<file path="src/rtl/npc_pkg.sv">
// Shared definitions for the NPC core: fetch FSM encoding and core constants.
package npc_pkg;

    typedef enum logic [1:0] {
        S_IDLE = 2'd0,
        S_REQ  = 2'd1,
        S_WAIT = 2'd2,
        S_HOLD = 2'd3
    } ifu_state_t;

    // Canonical no-op (addi x0, x0, 0) presented when no real instruction is held.
    localparam logic [31:0] NOP_INST         = 32'h0000_0013;
    localparam logic [31:0] RESET_PC_DEFAULT = 32'h8000_0000;

    // A fetch target is legal only when word-aligned.
    function automatic logic pc_misaligned(input logic [31:0] pc);
        return pc[1:0] != 2'b00;
    endfunction

endpackage

</file>
<file path="src/rtl/ifu.sv">
// Instruction fetch unit: one outstanding imem read, holds the fetched word
// stable for the core until commit, redirects on flush.
module ifu
    import npc_pkg::*;
#(
    parameter logic [31:0] RESET_PC = RESET_PC_DEFAULT
) (
    input  logic        clk,
    input  logic        rst,
    output logic        imem_req_valid,
    input  logic        imem_req_ready,
    output logic [31:0] imem_req_addr,
    input  logic        imem_resp_valid,
    input  logic [31:0] imem_resp_data,
    input  logic        imem_resp_err,
    output logic        inst_valid,
    input  logic        inst_ready,
    output logic [31:0] inst,
    output logic [31:0] inst_pc,
    output logic        inst_fault,
    input  logic [31:0] commit_npc,
    input  logic        flush,
    input  logic [31:0] flush_pc
);

    ifu_state_t  state_q, state_d;
    logic [31:0] fetch_pc_q, fetch_pc_d;
    logic [31:0] redir_pc_q, redir_pc_d;
    logic        drop_q, drop_d;
    logic [31:0] inst_q, inst_d;
    logic [31:0] inst_pc_q, inst_pc_d;
    logic        inst_fault_q, inst_fault_d;

    // Redirect request collected from every state, applied once below.
    logic        go;
    logic [31:0] go_pc;

    // Next-state logic: per-state events, then a common redirect step.
    always_comb begin
        state_d      = state_q;
        fetch_pc_d   = fetch_pc_q;
        redir_pc_d   = redir_pc_q;
        drop_d       = drop_q;
        inst_d       = inst_q;
        inst_pc_d    = inst_pc_q;
        inst_fault_d = inst_fault_q;
        go           = 1'b0;
        go_pc        = fetch_pc_q;

        case (state_q)
            S_IDLE: begin
                if (flush) begin
                    go    = 1'b1;
                    go_pc = flush_pc;
                end else begin
                    state_d = S_REQ;
                end
            end
            S_REQ: begin
                // A request already on the bus cannot be withdrawn: mark its
                // response as orphaned and remember where to go afterwards.
                if (flush) begin
                    drop_d     = 1'b1;
                    redir_pc_d = flush_pc;
                end
                if (imem_req_ready) begin
                    state_d = S_WAIT;
                end
            end
            S_WAIT: begin
                if (flush) begin
                    if (imem_resp_valid) begin
                        drop_d = 1'b0;
                        go     = 1'b1;
                        go_pc  = flush_pc;
                    end else begin
                        drop_d     = 1'b1;
                        redir_pc_d = flush_pc;
                    end
                end else if (imem_resp_valid) begin
                    if (drop_q) begin
                        drop_d = 1'b0;
                        go     = 1'b1;
                        go_pc  = redir_pc_q;
                    end else begin
                        inst_d       = imem_resp_err ? NOP_INST : imem_resp_data;
                        inst_pc_d    = fetch_pc_q;
                        inst_fault_d = imem_resp_err;
                        state_d      = S_HOLD;
                    end
                end
            end
            S_HOLD: begin
                if (flush) begin
                    go    = 1'b1;
                    go_pc = flush_pc;
                end else if (inst_ready) begin
                    go    = 1'b1;
                    go_pc = commit_npc;
                end
            end
            default: begin
                state_d = S_IDLE;
            end
        endcase

        // Aligned targets start a new fetch; misaligned ones never reach the
        // bus and are presented directly as a faulting NOP.
        if (go) begin
            fetch_pc_d = go_pc;
            inst_d     = NOP_INST;
            if (pc_misaligned(go_pc)) begin
                state_d      = S_HOLD;
                inst_pc_d    = go_pc;
                inst_fault_d = 1'b1;
            end else begin
                state_d      = S_REQ;
                inst_fault_d = 1'b0;
            end
        end
    end

    // State and datapath registers with asynchronous active-low reset.
    always_ff @(posedge clk or negedge rst) begin
        if (!rst) begin
            state_q      <= S_IDLE;
            fetch_pc_q   <= RESET_PC;
            redir_pc_q   <= RESET_PC;
            drop_q       <= 1'b0;
            inst_q       <= NOP_INST;
            inst_pc_q    <= RESET_PC;
            inst_fault_q <= 1'b0;
        end else begin
            state_q      <= state_d;
            fetch_pc_q   <= fetch_pc_d;
            redir_pc_q   <= redir_pc_d;
            drop_q       <= drop_d;
            inst_q       <= inst_d;
            inst_pc_q    <= inst_pc_d;
            inst_fault_q <= inst_fault_d;
        end
    end

    // Outputs come only from registers and the state decode.
    always_comb begin
        imem_req_valid = (state_q == S_REQ);
        imem_req_addr  = fetch_pc_q;
        inst_valid     = (state_q == S_HOLD);
        inst           = inst_q;
        inst_pc        = inst_pc_q;
        inst_fault     = inst_fault_q;
    end

endmodule

</file>
<file path="config.mk">
export PLATFORM = sky130hd
export DESIGN_NAME = ifu
export DESIGN_NICKNAME = d
export VERILOG_FILES = /design/src/rtl/npc_pkg.sv /design/src/rtl/ifu.sv
export SDC_FILE = /design/constraint.sdc
export NUM_CORES = 1
export LEC_CHECK = 0
export ABC_CLOCK_PERIOD_IN_PS = 5760
export CAP_MARGIN = 15
export CORE_MARGIN = 4
export CORE_UTILIZATION = 50
export DETAILED_ROUTE_END_ITERATION = 10
export PLACE_DENSITY = 0.8
export SLEW_MARGIN = 40
export SYNTH_ARGS = -nofsm -noshare
export SYNTH_HDL_FRONTEND = slang
export SYNTH_SLANG_ARGS = --single-unit
</file>
<file path="constraint.sdc">
create_clock -name clk -period 5.76 [get_ports clk]
set_input_delay 1.152 -clock clk [delete_from_list [all_inputs] [get_ports clk]]
set_output_delay 1.152 -clock clk [all_outputs]
set_load 0.01 [all_outputs]
</file>
==> out/metrics.cfg <==
[clock_tree]
htreeDepth = 4
clk_pin_slew_worst_paths_ps = 60
cts_tree = done
post_cts_buffers = 0
cts_resized = 0
cts.sinks = 132
clk_latency_ps = 420
cts_buffer_depth = 2
cts_buffers = 17
cts_root_buffer = clkbuf_16
postCtsHoldBufs = 0

[final_layout]
utilization_pct = 67.3
instances_no_fill = 1290
layout_commonest_cell = clkdlybuf4s50_1
drive_gt1_share_pct = 16.8
syn_to_final_growth_pct = 32.1
diodes = 0
final_cell_mix = 196 x clkdlybuf4s50_1, 125 x dfrtp_1, 117 x nand2_1, 90 x a21oi_1, 85 x mux2_2
layout.nets = 1165
stdcell_area_um2 = 11200

[placement]
dp_hpwl_um = 15900
place_area_um2 = 10500
place_inst = 1257
place_congestion = 0.799
portBuffers = 201
pre_cts_ws_ps = 1730

[drt]
drtIter0Drc = 575
drt_first_pass_iters = 5
vias_per_cell = 5.93
antenna_left = 0
routed_wl_um = 24800
drc = 0
vias = 7650
wl_per_cell_um = 19.2

[synth]
synth-simple-area-share_pct = 15.8
synthAdderAreaFrac_pct = 0.740
synth.distinct_cells = 41
avgSynthCellArea_um2 = 9.36
ys_warn_count = 0
synth_edf_count = 0
muxShareOfSynthArea_pct = 21.0
postSynth.asyncResetShare_pct = 100
synthXorXnorAreaFrac_pct = 0
syn_area_um2 = 8450
ys_seq_area_share_pct = 39.2
ys_ff_latch = 132
synth_top_family_by_area = multiplexers
syn_inst = 903
synth_compound_area_share_pct = 18.4
synth_nets = 1011
synth_flop_cell = dfrtp_1

[grt]
grt_pass1_wl_um = 40700
grt_antenna_before_repair = 0
grt_pass1_vias = 7684
grt_max_degree = 81
grt_overflow_total = 0
track_usage_pct = 25.9

[run_status]
status = finished, final reports clean

[job]
drv_cap = 0

[worst_setup_path]
start_kind = flip-flop
worstPathMaxFanout = 20
worst-setup-path-type = flip-flop to flip-flop
arrival_ps = 3840
critical_path_required_ps = 6100
critPathCaptureType = flip-flop

[sta]
maxSlewViolCount = 0
max_slew.worst_pin.slew_ps = 814
hold_viol_final = 0
tns_ps = 0
setup_viol = 0
setup_slack_ps = 2250
fmax_mhz = 285
layout_min_cycle_time_ps = 3510
skew_ps = 6.92
rsz0062_at_grt = no
fin_crit_sh_pct = 60.9
slew_headroom_pct = 45.7

[floorplanning]
initial_core_util_pct = 51.0
core_um2 = 16600
die_w_um = 138
rows = 47
io_pins = 202
die_h_um = 138
dieArea_um2 = 19000

[min_path]
hold_path.class = flip-flop to flip-flop

[power_and_ir_drop]
p_leak_nw = 4.61
ir_drop_v = 0.000290
p_per_area_nw_per_um2 = 501

critical path, cell delays in order, from the launching register on:
cell	delay, ps
dfrtp_1	420
inv_1	150
ha_1	710
nand2b_1	500
a21oi_1	380
a2111oi_4	80
a41oi_4	500
buf_4	410
mux2i_1	260
kinds of logic (layout without fill, tap and decap cells):
family          count (synthesis)  count (layout)
mux                           167             167
buf+inv                        87             254
simple gates                  265             265
compound gates                247             247
fa+ha+maj                       5               5
flops                         132             132
layer usage:
layer / track usage, % / wire, µm
met1: 34.9 / 10900
met2: 41.8 / 11900
met3: 5.56 / 1590
met4: 8.63 / 475
met5: 0 / 0
sequential cells by signal, indices dropped and copies added, names as in the netlist:
| register | flops |
|---|---|
| redir_pc_q | 32 |
| inst | 32 |
| inst_fault | 1 |
| inst_pc | 32 |
| imem_req_addr | 32 |
| drop_q | 1 |
| state_q | 2 |
power by group:
group	total, mW	switching [mW]	internal, mW
sequential	1.73	0.421	1.31
clock	1.10	0.416	0.683
combinational	2.76	1.40	1.36
synth_stat cells, types with 2 or more instances:
master     number  area [µm²]
buf_4           6        45.0
mux2i_1        82         821
buf_1           3        11.3
nand3b_1       52         390
a2111oi_4       2        55.1
nor3_1          4        20.0
o2bb2ai_1       7        61.3
a21oi_1        90         450
o211ai_1       26         195
o22ai_1         7        43.8
and3_1          2        12.5
dfrtp_1       126        3150
a21bo_2         2        20.0
nand3_1         4        20.0
or2_2          23         144
nand2_1       118         443
o21ai_0        73         365
mux2_2         85         957
ha_1            5        62.6
a21o_1          2        15.0
buf_6           4        45.0
nand2b_1       25         156
inv_1           4        15.0
clkbuf_1       44         165
o21bai_1        3        22.5
buf_2          25         125
dfstp_2         6         158
o311ai_1        9        78.8
a221oi_1        7        61.3
nor2_1         33         124
o311ai_0       14         123
metrics by stage:
stage / hold WS [ps] / total power, mW
global route: 503 / 5.97
CTS: 496 / 5.58
floorplan: 470 / 3.35
global placement: 478 / 4.33
detailed placement: 484 / 4.45
finish: 493 / 5.59
final cells by class:
cell class / instances / area (µm²)
Sequential cell: 132 / 3310
Clock buffer: 21 / 480
Inverter: 5 / 18.8
Multi-Input combinational cell: 684 / 4780
Fill cell: 1305 / 5420
Clock inverter: 11 / 126
Timing Repair Buffer: 217 / 2170
Tap cell: 220 / 275
worst paths after layout:
kind	start	to	slack [ps]	depth (start not counted)
worst min register to register	redir_pc_q[30]	redir_pc_q[30]	490	1
worst min-delay path	redir_pc_q[30]	redir_pc_q[30]	490	1
worst max-delay path	state_q[0]	inst_pc[15]	2250	8
worst max register to register	state_q[0]	inst_pc[15]	2250	8
min in group asynchronous	rst	inst[9]	770	1
max in group asynchronous	rst	inst_pc[20]	3820	2
(Power assumes the default switching activity.)
